## src/rtl/i2c_target_if.sv

```systemverilog
// i2c_target_if: bus pins and user byte interface of the I2C target
interface i2c_target_if;
    logic       scl;
    logic       sda_in;
    logic       sda_oe;
    logic [7:0] rx_data;
    logic       rx_valid;
    logic [7:0] tx_data;
    logic       tx_req;
    logic       busy;
    logic       addr_hit;
    modport slave (
        input  scl, sda_in, tx_data,
        output sda_oe, rx_data, rx_valid, tx_req, busy, addr_hit
    );
    modport master (
        output scl, sda_in, tx_data,
        input  sda_oe, rx_data, rx_valid, tx_req, busy, addr_hit
    );
endinterface

```

## src/rtl/i2c_target.sv

```systemverilog
// i2c_target: 7-bit address I2C responder with write capture and read byte serving
module i2c_target #(
    parameter logic [6:0] TARGET_ADDR = 7'h42,
    parameter int         SYNC_STAGES = 2
) (
    input  logic         clk,
    input  logic         rst_n,
    i2c_target_if.slave  bus
);
    typedef enum logic [2:0] {IDLE, ADDR, ADDR_ACK, WR_DATA, WR_ACK, RD_DATA, RD_ACK, IGNORE} state_t;
    state_t state, state_nxt;
    logic [SYNC_STAGES-1:0] scl_sync, sda_sync;
    logic scl_q, sda_q, scl_s, sda_s, rise, fall, start, stop;
    logic [7:0] shift, shift_n, rx_data, rx_data_n, rd_byte;
    logic [3:0] cnt, cnt_n;
    logic rw, rw_n, sda_oe, sda_oe_n, wr_done, wr_done_n, rx_valid, tx_req, tx_req_n;
    logic busy, busy_n, addr_hit, addr_hit_n;
    assign scl_s = scl_sync[SYNC_STAGES-1];
    assign sda_s = sda_sync[SYNC_STAGES-1];
    assign rise  = scl_s & ~scl_q;
    assign fall  = ~scl_s & scl_q;
    assign start = scl_s & scl_q & sda_q & ~sda_s;
    assign stop  = scl_s & scl_q & ~sda_q & sda_s;
    // The first bit of a read byte comes from tx_data; later bits from the shifter
    assign rd_byte = (state == ADDR_ACK || cnt == 4'd0) ? bus.tx_data : shift;
    // Synchronize the asynchronous bus pins and keep one delayed copy for edge detection
    always_ff @(posedge clk or negedge rst_n) begin
        if (!rst_n) begin
            scl_sync <= '1;
            sda_sync <= '1;
            scl_q    <= 1'b1;
            sda_q    <= 1'b1;
        end else begin
            scl_sync <= {scl_sync[SYNC_STAGES-2:0], bus.scl};
            sda_sync <= {sda_sync[SYNC_STAGES-2:0], bus.sda_in};
            scl_q    <= scl_s;
            sda_q    <= sda_s;
        end
    end
    // State register
    always_ff @(posedge clk or negedge rst_n) begin
        if (!rst_n) state <= IDLE;
        else        state <= state_nxt;
    end
    // Next-state decode: bus conditions take priority over bit-level progress
    always_comb begin
        state_nxt = state;
        if (start)     state_nxt = ADDR;
        else if (stop) state_nxt = IDLE;
        else case (state)
            ADDR:     if (rise && cnt == 4'd7) state_nxt = (shift[6:0] == TARGET_ADDR) ? ADDR_ACK : IGNORE;
            ADDR_ACK: if (fall && sda_oe) state_nxt = rw ? RD_DATA : WR_DATA;
            WR_DATA:  if (rise && cnt == 4'd7) state_nxt = WR_ACK;
            WR_ACK:   if (fall && sda_oe) state_nxt = WR_DATA;
            RD_DATA:  if (fall && cnt == 4'd8) state_nxt = RD_ACK;
            RD_ACK:   if (rise) state_nxt = sda_s ? IGNORE : RD_DATA;
            default:  state_nxt = state;
        endcase
    end
    // Output and datapath decode; sda_oe itself marks which half of an ACK bit we are in
    always_comb begin
        shift_n    = shift;
        cnt_n      = cnt;
        rw_n       = rw;
        sda_oe_n   = sda_oe;
        rx_data_n  = rx_data;
        wr_done_n  = 1'b0;
        tx_req_n   = 1'b0;
        busy_n     = busy;
        addr_hit_n = addr_hit;
        if (start) begin
            cnt_n      = 4'd0;
            sda_oe_n   = 1'b0;
            addr_hit_n = 1'b0;
            busy_n     = 1'b1;
        end else if (stop) begin
            cnt_n      = 4'd0;
            sda_oe_n   = 1'b0;
            addr_hit_n = 1'b0;
            busy_n     = 1'b0;
        end else case (state)
            ADDR: if (rise) begin
                shift_n = {shift[6:0], sda_s};
                cnt_n   = (cnt == 4'd7) ? 4'd0 : cnt + 4'd1;
                if (cnt == 4'd7) begin
                    rw_n       = sda_s;
                    addr_hit_n = (shift[6:0] == TARGET_ADDR);
                end
            end
            ADDR_ACK: begin
                tx_req_n = rise & sda_oe & rw;
                if (fall) begin
                    sda_oe_n = sda_oe ? (rw & ~rd_byte[7]) : 1'b1;
                    shift_n  = (sda_oe && rw) ? {rd_byte[6:0], 1'b0} : shift;
                    cnt_n    = (sda_oe && rw) ? 4'd1 : 4'd0;
                end
            end
            WR_DATA: if (rise) begin
                shift_n   = {shift[6:0], sda_s};
                cnt_n     = (cnt == 4'd7) ? 4'd0 : cnt + 4'd1;
                wr_done_n = (cnt == 4'd7);
                rx_data_n = (cnt == 4'd7) ? {shift[6:0], sda_s} : rx_data;
            end
            WR_ACK: if (fall) sda_oe_n = ~sda_oe;
            RD_DATA: if (fall) begin
                sda_oe_n = (cnt == 4'd8) ? 1'b0 : ~rd_byte[7];
                shift_n  = {rd_byte[6:0], 1'b0};
                cnt_n    = (cnt == 4'd8) ? 4'd0 : cnt + 4'd1;
            end
            RD_ACK: if (rise) begin
                tx_req_n = ~sda_s;
                cnt_n    = 4'd0;
            end
            IGNORE: sda_oe_n = 1'b0;
            default: sda_oe_n = 1'b0;
        endcase
    end
    // Datapath and output registers; rx_valid trails the rx_data update by one clock
    always_ff @(posedge clk or negedge rst_n) begin
        if (!rst_n) begin
            shift    <= '0;
            cnt      <= '0;
            rw       <= 1'b0;
            sda_oe   <= 1'b0;
            rx_data  <= '0;
            wr_done  <= 1'b0;
            rx_valid <= 1'b0;
            tx_req   <= 1'b0;
            busy     <= 1'b0;
            addr_hit <= 1'b0;
        end else begin
            shift    <= shift_n;
            cnt      <= cnt_n;
            rw       <= rw_n;
            sda_oe   <= sda_oe_n;
            rx_data  <= rx_data_n;
            wr_done  <= wr_done_n;
            rx_valid <= wr_done;
            tx_req   <= tx_req_n;
            busy     <= busy_n;
            addr_hit <= addr_hit_n;
        end
    end
    assign bus.sda_oe   = sda_oe;
    assign bus.rx_data  = rx_data;
    assign bus.rx_valid = rx_valid;
    assign bus.tx_req   = tx_req;
    assign bus.busy     = busy;
    assign bus.addr_hit = addr_hit;
endmodule

```

## src/flat_wrapper.sv

```systemverilog
// flat-port wrapper written by rule: the top's interface ports become plain ports
module i2c_target_flat 
#(
    parameter logic [6:0] TARGET_ADDR = 7'h42,
    parameter int         SYNC_STAGES = 2
)
  (clk, rst_n, bus_scl, bus_sda_in, bus_tx_data, bus_sda_oe, bus_rx_data, bus_rx_valid, bus_tx_req, bus_busy, bus_addr_hit);
  i2c_target_if bus_i ();
  input  logic clk;
  input  logic rst_n;
  input wire logic [$bits(bus_i.scl)-1:0] bus_scl;
  input wire logic [$bits(bus_i.sda_in)-1:0] bus_sda_in;
  input wire logic [$bits(bus_i.tx_data)-1:0] bus_tx_data;
  output wire logic [$bits(bus_i.sda_oe)-1:0] bus_sda_oe;
  output wire logic [$bits(bus_i.rx_data)-1:0] bus_rx_data;
  output wire logic [$bits(bus_i.rx_valid)-1:0] bus_rx_valid;
  output wire logic [$bits(bus_i.tx_req)-1:0] bus_tx_req;
  output wire logic [$bits(bus_i.busy)-1:0] bus_busy;
  output wire logic [$bits(bus_i.addr_hit)-1:0] bus_addr_hit;
  assign bus_i.scl = bus_scl;
  assign bus_i.sda_in = bus_sda_in;
  assign bus_i.tx_data = bus_tx_data;
  assign bus_sda_oe = bus_i.sda_oe;
  assign bus_rx_data = bus_i.rx_data;
  assign bus_rx_valid = bus_i.rx_valid;
  assign bus_tx_req = bus_i.tx_req;
  assign bus_busy = bus_i.busy;
  assign bus_addr_hit = bus_i.addr_hit;
  i2c_target #(.TARGET_ADDR(TARGET_ADDR), .SYNC_STAGES(SYNC_STAGES)) u_core (.clk(clk), .rst_n(rst_n), .bus(bus_i));
endmodule
```

## config.mk

```make
export PLATFORM = sky130hd
export DESIGN_NAME = i2c_target_flat
export DESIGN_NICKNAME = d
export VERILOG_FILES = /design/src/rtl/i2c_target_if.sv /design/src/rtl/i2c_target.sv /design/src/flat_wrapper.sv
export SDC_FILE = /design/constraint.sdc
export NUM_CORES = 1
export LEC_CHECK = 0
export CORE_UTILIZATION = 40
export DETAILED_ROUTE_END_ITERATION = 8
export PLACE_DENSITY = 0.71
export SLEW_MARGIN = 20
export SYNTH_ARGS = -nofsm -noshare
export SYNTH_HDL_FRONTEND = slang
export SYNTH_SLANG_ARGS = --single-unit
```

## constraint.sdc

```tcl
create_clock -name clk -period 3.2 [get_ports clk]
set_input_delay 0.64 -clock clk [delete_from_list [all_inputs] [get_ports clk]]
set_output_delay 0.64 -clock clk [all_outputs]
set_load 0.02 [all_outputs]
```

=== Word level (Yosys, flattened, before mapping) ===
Cells that the tools add are included.
W data, S select, Z words.

* Register bits after elaboration: 36
* Bits of input ports: 12
* Output and inout port bits: 13

* Add/subtract/negate cells: 1
* Equal/unequal tests: 24
* Multiplexer cells: 51
* Bitwise logic cells: 18
* Reduce and logical (&&, ||, !) cells: 22

{| class="wikitable"
|+ Operator list
! kind !! count
|-
| $mux W8 || 5
|-
| $ne A4 B1 Y1 const B || 9
|-
| $mux W4 || 8
|-
| $mux W3 || 10
|-
| $pmux W8 S3 || 1
|-
| $mux W1 || 22
|-
| $pmux W3 S6 || 1
|-
| $pmux W4 S4 || 1
|-
| $reduce_and A5 Y1 || 3
|-
| $reduce_and A7 Y1 || 2
|-
| $reduce_bool A3 Y1 || 4
|-
| $and A1 B1 Y1 || 10
|-
| $eq A3 B3 Y1 const B || 3
|-
| $not A1 Y1 || 8
|-
| $reduce_bool A8 Y1 || 1
|-
| $eq A7 B7 Y1 const B || 1
|-
| $eq A3 B2 Y1 const B || 2
|-
| $ne A2 B1 Y1 const B || 3
|-
| $reduce_bool A6 Y1 || 1
|-
| $add A4 B1 Y4 const B || 1
|-
| $eq A4 B3 Y1 const B || 1
|-
| $eq A4 B4 Y1 const B || 1
|-
| $logic_and A1 B1 Y1 || 4
|-
| $logic_not A4 Y1 || 1
|-
| other kinds (13) || 13
|}

=== Longest topological paths before layout ===
Gate-level depths: netlist of the first run.

* Depth in word-level cells: 10
* Gate-level depth with buffers: 6

=== Worst setup path before layout of the first run ===
No wires, ideal clock.

* Path type: reg2reg
* From: reg u_core.sda_oe (netlist: u_core.bus.sda_oe)
* To: reg u_core.shift[0]
* Setup time: 125 ps
* Data arrival time: 1653 ps
* Path slack: 1423 ps
* Stages on the path, launching flop included: 6
* Period minus slack after synthesis: 1777 ps
* Cells stage by stage: dfrtp_1 > clkbuf_1 > a21bo_2 > a21oi_1 > a211oi_4 > mux2_2

* Longest elaborated chain between the ends: 3

{| class="wikitable"
|+ RTL lines
! what !! line !! RTL
|-
| from (decl) || i2c_target.sv:16 || <nowiki>logic rw, rw_n, sda_oe, sda_oe_n, wr_done, wr_done_n, rx_valid, tx_req, tx_req_n;</nowiki>
|-
| from (signal assigned) || i2c_target.sv:135 || <nowiki>sda_oe <= sda_oe_n;</nowiki>
|-
| $logic_and A1 B1 Y1 || i2c_target.sv:94 || <nowiki>shift_n = (sda_oe && rw) ? {rd_byte[6:0], 1'b0} : shift;</nowiki>
|-
| $ne A2 B2 Y1 (no line) || -- ||
|-
| $reduce_and A7 Y1 (no line) || -- ||
|-
| to (signal assigned) || i2c_target.sv:132 || <nowiki>shift <= shift_n;</nowiki>
|-
| to (decl) || i2c_target.sv:14 || <nowiki>logic [7:0] shift, shift_n, rx_data, rx_data_n, rd_byte;</nowiki>
|}

Every way passes these cells.
A chain may end at the register's enable or synchronous reset.

=== Worst setup path after layout of the first run ===
* From: reg u_core.state[1]
* To: reg u_core.shift[5]

* Longest elaborated chain between the ends: 6
* Elaborated cells between the ends (all ways): 17
* Classes of those cells: eq/ne (8); mux (5); reduce/logical (4)

{| class="wikitable"
|+ RTL lines
! what !! line !! RTL
|-
| from (decl) || i2c_target.sv:11 || <nowiki>state_t state, state_nxt;</nowiki>
|-
| from (signal assigned) || i2c_target.sv:43 || <nowiki>else state <= state_nxt;</nowiki>
|-
| $eq A3 B2 Y1 || i2c_target.sv:25, i2c_target.sv:81 ||
|-
| $logic_or A1 B1 Y1 || i2c_target.sv:25 || <nowiki>assign rd_byte = (state == ADDR_ACK || cnt == 4'd0) ? bus.tx_data : shift;</nowiki>
|-
| $mux W8 || i2c_target.sv:25 ||
|-
| $mux W8 || i2c_target.sv:94 ||
|-
| $mux W8 || i2c_target.sv:92 || <nowiki>if (fall) begin</nowiki>
|-
| $pmux W8 S3 || i2c_target.sv:81 || <nowiki>end else case (state)</nowiki>
|}

Parallel ways exist; a longest one is shown, timed or not. The select of a mux whose other input is x is not followed.

==> results.md, run 1 <==
* Syn nets at 195
* Ant diodes at 0
* Worst setup path class: flop to flop
* Placer's final routability congestion estimate at 0.8265
* Fillers at 460
* Hold Path Class: flop to flop
* Placement Cell Area at 0.002268 mm2
* Setup TNS at 0 ps
* Postcts setup bufs at 0
* Outcome: complete, no violations
* Area of the multi-input gates at 0.001015 mm2
* Synth area leaders: dfrtp_1, mux2_2, dfstp_2
* Fmax at 0.4429 GHz
* Synthesis-to-finish area growth at 18.61%
* Drt initial violations at 82
* CTS Buf Count at 5
* DR WL/cell at 14.64 um
* Worst path slowest cell: dfrtp_1
* Clock-pin slew on the worst setup and hold paths at 80 ps
* Worst Path Max Fanout at 22
* Largest net degree at the start of global routing at 37
* Post-DP HPWL at between 2000 and 3000 um
* Mapped Area at around 0.002 mm2
* Yosys reg bits at 36
* Cells after DPL at 262
* EDFF count, synth at 0
* FP Rows at 25
* ANT nets after route at 0
* Initial Util at 42.00%
* Max Cap Violations at 0
* Vias per inst at approximately 5.5
* Vias at between 1000 and 1500
* Worst-Margin Slew at 786.4 ps
* Delay-heaviest family, CP: flip-flops
* Antenna violations before repair at 0
* Max clock buf depth at 2
* Depth of the CTS H-tree at 2
* Hold Fails Final Rpt at 0
* VDD IR max at 0.0003817 V
* TritonCTS clock tree: yes
* Tcrit/Tclk final at 70.55%
* CP arrival at ~2400 ps
* Global route total overflow at 0
* Final Power at between 1.5 and 2 mW
* CP Capture Type: flop
* Min Tclk post-route at about 2300 ps
* Clock Latency Late Sink at 280 ps
* Post-synth cell types at 50
* Drt drc at 0
* Worst r2r src: u_core.state[1]$_DFFE_PN0P_
* Power per cell area at 749.2 mW/mm2
* Met1 usage at 24.76%
* Die X at a little over 70 um
* First drt pass iteration count at 4
* Vias in the first global route at 1403
* GRT busiest layer: met1
* Ys flop type: dfrtp_1
* M2 GR Usage at a little under a quarter
* Worst setup path startpoint: u_core.state[1]$_DFFE_PN0P_
* Crit path launch type: flop
* RSZ-0062 raised after global routing: no
* Largest area contributor in the netlist: dfrtp_1
* Synth top cells by count: dfrtp_1, mux2_2, nand2_1
* Final slew viol count at 0
* Synth Instances at between 150 and 200
* Area share of the largest cell type after synthesis at 37.59%
* WP buf/inv at 0
* GRT Overall Usage at 16.61%
* Seq. cell area at 908.4 um2
* Worst Skew at 10.62 ps
* Layout Cells excl Fill at 270
* Avg Cell Area, Syn at 11.03 um2
* Post-layout util at approximately half
* Worst rel slew slack at 47.57%
* CTS Sinks at 36
* Core Area at 0.004755 mm2
* Post_cts resized at 0
* Share of layout cells above drive strength 1 at between 20 and 25%
* First-pass GRT wire length at 6824 um
* Number of I/O pins at 25
* Worst path required time at about 3400 ps
* Cell Chain, Critical Path: nor2b_1, o21ai_1, a211oi_4, mux2_2
* Cts hold-fix bufs at 0
* Die area at 0.005279 mm2
* Top-count cell post-synth: dfrtp_1
* Endpoints failing setup at 0
* Net count, final at approximately 220
* Reg2Reg Setup Slack at about 940 ps
* Worst stage delay on the critical path at 750 ps
* Seq/Total Area, Yosys at 45.49%
* Root buffer cell: clkbuf_8
* GR Util met3 at 4.696%
* Ys Warns at 0
* Die height at around 73 um
* Static Leakage at 0.9999 nW
* Final wirelength at 3953 um
* Hold path start: u_core.wr_done$_DFF_PN0_
* Ys async rst share at 100.0%
* Number of I/O port buffers at 24
* Fin area at ~0.0024 mm2
-- registers in the layout, indices dropped and copies added (netlist names) --
name                 cells
u_core.sda_sync          2
u_core.scl_q             1
u_core.bus.sda_oe        1
u_core.rw                1
u_core.shift             8
u_core.wr_done           1
u_core.bus.busy          1
u_core.bus.rx_data       8
u_core.bus.rx_valid      1
u_core.cnt               4
u_core.bus.addr_hit      1
u_core.sda_q             1
u_core.bus.tx_req        1
u_core.scl_sync          2
u_core.state             3
-- per-stage QoR --
stage               hold WS (ps)  setup slack, ps
floorplan                  331.2             1423
finish                     344.3            942.4
CTS                        350.4            970.7
global route               364.3            748.5
detailed placement         342.6            983.6
global placement           335.9             1048
-- routing by layer --
layer | share of wire [%] | up-vias
met5 | 0 | -
met4 | 1.8 | 0
met3 | 5.0 | 9
met2 | 42 | 38
met1 | 51 | 718
li1 | - | 713
-- power by group --
| group | leakage, nW | internal (mW) | switching, mW |
|---|---|---|---|
| Sequential | 0.453 | 0.549 | 0.192 |
| Combinational | 0.496 | 0.371 | 0.304 |
| Clock | 0.0515 | 0.197 | 0.162 |
-- layout make-up --
class                      instances  share of cell area, %
multi-input combinational        128                  42.84
timing repair buffer              24                  9.931
tap                               67                  3.539
sequential                        36                  38.35
inverter                           7                  1.109
clock buffer                       8                  4.226
-- final timing paths --
check                                                         end  cells past startpoint
worst min register to register      u_core.bus.rx_valid$_DFF_PN0_                      0
worst max register to register        u_core.shift[5]$_DFFE_PN0P_                      4
max in group asynchronous       u_core.bus.rx_data[1]$_DFFE_PN0P_                      1
min in group asynchronous       u_core.bus.rx_data[3]$_DFFE_PN0P_                      1
worst min-delay path                u_core.bus.rx_valid$_DFF_PN0_                      0
worst max-delay path                  u_core.shift[5]$_DFFE_PN0P_                      4
-- cell families after synthesis --
group                    count (synthesis)  share of synthesized area (%)
AO/OA/AOI/OAI                           37                          14.22
XOR/XNOR                                 3                          1.316
adder cells (fa/ha/maj)                  3                          1.754
buffers and inverters                   17                          3.697
flip-flops                              36                          45.49
multiplexers                            28                          15.48
AND/OR/NAND/NOR                         57                          18.05
-- cells in the final DEF, fill, tap and decap left out, drive strengths merged, types with 2 or more instances in the layout --
master,n
a211oi,2
and4b,2
nor2,5
ha,2
mux2,23
nand2b,3
nor4,3
xor2,3
inv,7
o21ai,12
nor3,3
clkdlybuf4s50,23
and3b,2
o2bb2ai,2
and2b,3
nor2b,5
a21oi,4
clkbuf,8
dfrtp,30
nand2,11
a21bo,2
mux2i,5
dfstp,6
a32o,3
nor4bb,3
a32oi,2
and3,2
nand3,6
nor3b,3
Note: power is estimated with default switching activity, not from simulation.
==> run 2: changes to the inputs <==
PLACE_DENSITY = 0.73   (was 0.71)
clock period = 1.8 ns   (was 3.2 ns; I/O delays follow)
==> results.md, run 2 (synthesis gave the netlist of run 1 again) <==
* Hold Fails Final Rpt at 0
* VDD IR max at 0.0006583 V
* Min Tclk post-route at 1798 ps
* Worst-Margin Slew at 368.2 ps
* Placer's final routability congestion estimate at approximately 0.84
* First-pass GRT wire length at roughly 7600 um
* Final slew viol count at 0
* CP Capture Type: flop
* Global route total overflow at 0
* Crit path launch type: flop
* Max clock buf depth at 2
* GRT Overall Usage at between 10% and 20%
* Outcome: complete, no violations
* Largest net degree at the start of global routing at 37
* Number of I/O port buffers at 24
* Drt drc at 0
* Worst Path Max Fanout at 8
* Most frequent cells in the layout: buf_4, dfrtp_1, clkdlybuf4s50_1, mux2_2, nand2_1
* Area of the multi-input gates at 0.001127 mm2
* Worst path required time at approximately 2000 ps
* Fin area at 0.002821 mm2
* Ant diodes at 0
* CTS Sinks at 36
* Tcrit/Tclk final at approximately 100%
* Most common cell after layout, fill and taps aside: buf_4
* Static Leakage at roughly 1.3 nW
* Hold Path Class: flop to flop
* Die X at 72.66 um
* Vias at 1637
* RSZ-0062 raised after global routing: yes
* Drt initial violations at 49
* Antenna violations before repair at 0
* Final wirelength at 4799 um
* Share of layout cells above drive strength 1 at about two fifths
* Core Area at 0.004755 mm2
* Regs by FF count: u_core.bus.rx_data x8, u_core.shift x8, u_core.cnt x4
* Final WS setup at 1.553 ps
* First drt pass iteration count at 4
* Post-DP HPWL at 3229 um
* Power per cell area at 1391 mW/mm2
* ANT nets after route at 0
* Endpoints failing setup at 0
* CTS Buf Count at 5
* Max Cap Violations at 0
* Synthesis-to-finish area growth at 41.29%
* Setup TNS at 0 ps
* Placement Cell Area at 0.002551 mm2
* DR WL/cell at around 16 um
* Net count, final at 254
* Number of I/O pins at 25
* Post-layout util at 59.34%
* Layout Cells excl Fill at 308
* Root buffer cell: clkbuf_8
* Die area at 0.005279 mm2
* Setup WS pre-CTS at -118.3 ps
* CP arrival at 1970 ps
* Worst Skew at 11.63 ps
* Vias in the first global route at 1654
* Depth of the CTS H-tree at 2
* Cells after DPL at 294
* Seq. cell area at 909.6 um2
* Vias per inst at roughly 5.3
* Worst setup path class: flop to flop
* Clock Latency Late Sink at between 200 and 300 ps
* Cts hold-fix bufs at 0
* Die height at 72.66 um
* Worst rel slew slack at between 70% and 80%
* Fmax at between 0.5 and 0.6 GHz
* Fillers at 406
* Initial Util at 42.00%
* Clock-pin slew on the worst setup and hold paths at 80 ps
* TritonCTS clock tree: yes
* FP Rows at 25
## run 2: cell types whose count changed in the layout (fill, tap and decap cells not counted), sizes merged
| cell | change |
|---|---|
| buf | +37 |
| clkdlybuf4s50 | +1 |
## run 2: worst paths after layout
path / startpoint / cells after the start / slack, ps / end
min in group asynchronous: rst_n / 2 / 440 / u_core.bus.rx_data[5]$_DFFE_PN0P_
max in group asynchronous: rst_n / 2 / 1100 / u_core.sda_sync[0]$_DFF_PN1_
hold reg to reg: u_core.sda_sync[0]$_DFF_PN1_ / 0 / 360 / u_core.sda_sync[1]$_DFF_PN1_
setup reg to reg: u_core.scl_q$_DFF_PN1_ / 5 / 2 / u_core.shift[3]$_DFFE_PN0P_
hold / removal: u_core.sda_sync[0]$_DFF_PN1_ / 0 / 360 / u_core.sda_sync[1]$_DFF_PN1_
setup / recovery: u_core.scl_q$_DFF_PN1_ / 5 / 2 / u_core.shift[3]$_DFFE_PN0P_
## run 2: area by class of cell
cell class	count	area share [%]
clock buffer	8	3.548
multi-input combinational	128	39.96
tap	67	2.971
timing repair buffer	62	20.35
sequential	36	32.24
inverter	7	0.9313
## run 2: routing by layer
metal | wire [um] | vias up | track usage, %
li1 | - | 787 | -
met1 | 2215 | 803 | 24.75
met2 | 2326 | 39 | 30.94
met3 | 168 | 8 | 3.867
met4 | 89 | 0 | 7.625
met5 | 0 | - | 0
## run 2: power breakdown
group / internal [mW] / switching (mW)
Clock: 0.350 / 0.292
Sequential: 0.982 / 0.184
Combinational: 1.19 / 0.925
## run 2: worst max-delay path: stages (launching register included)
cell and delay (ps):
dfstp_2 580, and4bb_2 270, o21ai_4 70, a211oi_4 280, buf_12 170, mux2_4 300
## run 2: metrics by stage
step	hold WS (ps)	total power, mW
2_1_floorplan	64.41	2.259
3_3_place_gp	338.0	2.851
3_5_place_dp	349.2	2.900
4_1_cts	364.3	3.639
5_1_grt	364.7	4.147
6_report	359.9	3.925
## run 2: repair_timing
action                                  4_1_cts  5_1_grt
endpoints found under the setup margin        8       17
pin swaps                                     1        5
buffers inserted                              4        2
resized for setup                             3       27
==> run 3: changes to the inputs <==
CORE_UTILIZATION = 55   (was 40)
PLACE_DENSITY = 0.89   (was 0.73)
clock period = 1.72 ns   (was 1.8 ns; I/O delays follow)
==> results.md, run 3 (synthesis gave the netlist of run 1 again) <==
* Fmax at 0.5402 GHz
* Worst Path Max Fanout at 8
* Initial Util at 58.46%
* Worst path required time at 1970 ps
* CTS Buf Count at 5
* Outcome: finished, violations left
* Clk network pwr share at 12.4%
* Worst path slowest cell: dfstp_2
* Static Leakage at 1.339 nW
* Depth of the CTS H-tree at 2
* Die X at 62.26 um
* Drt initial violations at 113
* Tcrit/Tclk final at 107.6%
* Drt drc at 0
* Placer's final routability congestion estimate at 0.9252
* Crit path launch type: flop
* Worst setup path class: flop to flop
* Synthesis-to-finish area growth at 41.35%
* Worst stage delay on the critical path at 580 ps
* Reg2Reg Setup Slack at -130 ps
* Reg power frac at 30.7%
* Sw Ratio at 38.94%
* Post-layout util at 82.64%
* Net count, final at 256
* Pint at ~2.5 mW
* Largest net degree at the start of global routing at 37
* Final wirelength at 5922 um
* Share of layout cells above drive strength 1 at approximately 43%
* GRT Overall Usage at 30.55%
* CP Capture Type: flop
* Met1 usage at a little over a third
* Combinational power share at 56.9%
* Hold Fails Final Rpt at 0
* Most common cell after layout, fill and taps aside: buf_4
* Worst Skew at around 8 ps
* Vias in the first global route at 1882
* Most frequent cells in the layout: buf_4, dfrtp_1, clkdlybuf4s50_1, mux2_2
* Endpoints failing setup at 18
* First drt pass iteration count at 4
* GRT busiest layer: met2
* TritonCTS clock tree: yes
* Final slew viol count at 0
* Root buffer cell: clkbuf_4
* DR WL/cell at 20.49 um
* Switching Power at 1.610 mW
* Worst r2r src: u_core.scl_q$_DFF_PN1_
* Post-DP HPWL at 3547 um
* Die area at 0.003876 mm2
* Max Cap Violations at 0
* Final WS setup at -131.1 ps
* Clock Latency Late Sink at 360 ps
* Die height at between 60 and 70 um
* Hold Path Class: input port to asynchronous set/reset pin
* CTS Sinks at 36
* Vias at around 1800
* Max clock buf depth at 2
* ANT nets after route at 0
* GR Util met3 at 6.618%
* Reg2Reg Capture Point: u_core.shift[6]$_DFFE_PN0P_
* VDD IR max at 0.001114 V
* Power per cell area at roughly 1500 mW/mm2
* FP Rows at 21
* Cell Chain, Critical Path: and4bb_2, o21ai_4, a211oi_4, buf_12, mux2_2
* Ant diodes at 0
* Failing checks: setup timing
* Clock-pin slew on the worst setup and hold paths at between 100 and 150 ps
* M2 GR Usage at 52.61%
* First-pass GRT wire length at 9066 um
* CP arrival at 2100 ps
* RSZ-0062 raised after global routing: yes
* Global route total overflow at 0
* Antenna violations before repair at 0
* Vias per inst at 6.249
* Hold slack at ~340 ps
* Core Area at between 0.003 and 0.004 mm2
* Number of I/O port buffers at 24
* Min Tclk post-route at 1851 ps
* R2R depth at 5
* Worst-Margin Slew at 430.1 ps
* Regs by FF count: u_core.bus.rx_data x8, u_core.shift x8, u_core.cnt x4
* Number of I/O pins at 25
* Cts hold-fix bufs at 0
* Fillers at 176
* Worst rel slew slack at 70.96%
==> run 3: cell types whose count changed in the layout (fill, tap and decap cells not counted), sizes merged <==
cell,change
inv,+1
buf,+2
clkbuf,-2
clkdlybuf4s50,-7
dlygate4sd2,+2
dlymetal6s2s,+5
clkinv,+1
==> run 3: worst max path at each step <==
stage | start | end | slack, ps | depth (start not counted)
3_3_place_gp | u_core.state[1]$_DFFE_PN0P_ | u_core.shift[2]$_DFFE_PN0P_ | -50 | 5
3_5_place_dp | u_core.state[2]$_DFFE_PN0P_ | u_core.cnt[3]$_DFFE_PN0P_ | -130 | 6
5_1_grt | u_core.state[1]$_DFFE_PN0P_ | u_core.shift[6]$_DFFE_PN0P_ | -210 | 5
6_report | u_core.scl_q$_DFF_PN1_ | u_core.shift[6]$_DFFE_PN0P_ | -130 | 5
2_1_floorplan | u_core.scl_q$_DFF_PN1_ | u_core.shift[0]$_DFFE_PN0P_ | -30 | 4
4_1_cts | u_core.cnt[0]$_DFFE_PN0P_ | u_core.shift[2]$_DFFE_PN0P_ | -70 | 7
==> run 3: stage by stage <==
stage / worst slack [ps] / total power [mW] / setup TNS, ps / cells / area [um2]
floorplan: -32.68 / 2.449 / -228.8 / 181 / 2034
global placement: -45.92 / 2.977 / -379.8 / 273 / 2547
detailed placement: -130.9 / 3.086 / -923.5 / 273 / 2547
CTS: -70.00 / 3.870 / -477.3 / 286 / 2723
global route: -206.9 / 4.336 / -2697 / 289 / 2823
finish: -131.1 / 4.136 / -1144 / 289 / 2823
==> run 3: power by group through the flow <==
stage          Combinational [mW]  Clock (mW)  Sequential, mW
5_1_grt                      2.49       0.553            1.29
3_3_place_gp                 1.73           0            1.24
2_1_floorplan                1.28           0            1.17
3_5_place_dp                 1.82           0            1.27
4_1_cts                      2.10       0.511            1.26
6_report                     2.35       0.513            1.27
==> run 3: layer usage <==
metal | part of all wire, % | vias to the layer above
li1 | - | 795
met1 | 39 | 886
met2 | 50 | 93
met3 | 6.2 | 32
met4 | 4.7 | 0
met5 | 0 | -
==> run 3: repair_timing <==
action / in CTS / in global routing
endpoints found under the hold margin: 0 / 0
gates resized for setup: 21 / 19
endpoints found under the setup margin: 20 / 27
pin swaps: 2 / 2
setup buffers: 6 / 3
==> run 3: cell type report <==
class / count / area, um2 / area share (%)
clock inverters: 2 / 13.76 / 0.4876
clock buffers: 6 / 51.30 / 1.817
multi-input cells: 128 / 1170 / 41.44
flip-flops and latches: 36 / 912.1 / 32.31
inverters: 7 / 26.28 / 0.9309
well taps: 46 / 57.56 / 2.039
repair buffers: 64 / 591.8 / 20.97
==> run 3: critical path, delay by kind of cell, from the launching register on <==
family / cells / cell delay, ps
AO/OA/AOI/OAI: 2 / 370
buffers and inverters: 1 / 180
multiplexers: 1 / 330
flip-flops: 1 / 580
AND/OR/NAND/NOR: 1 / 270
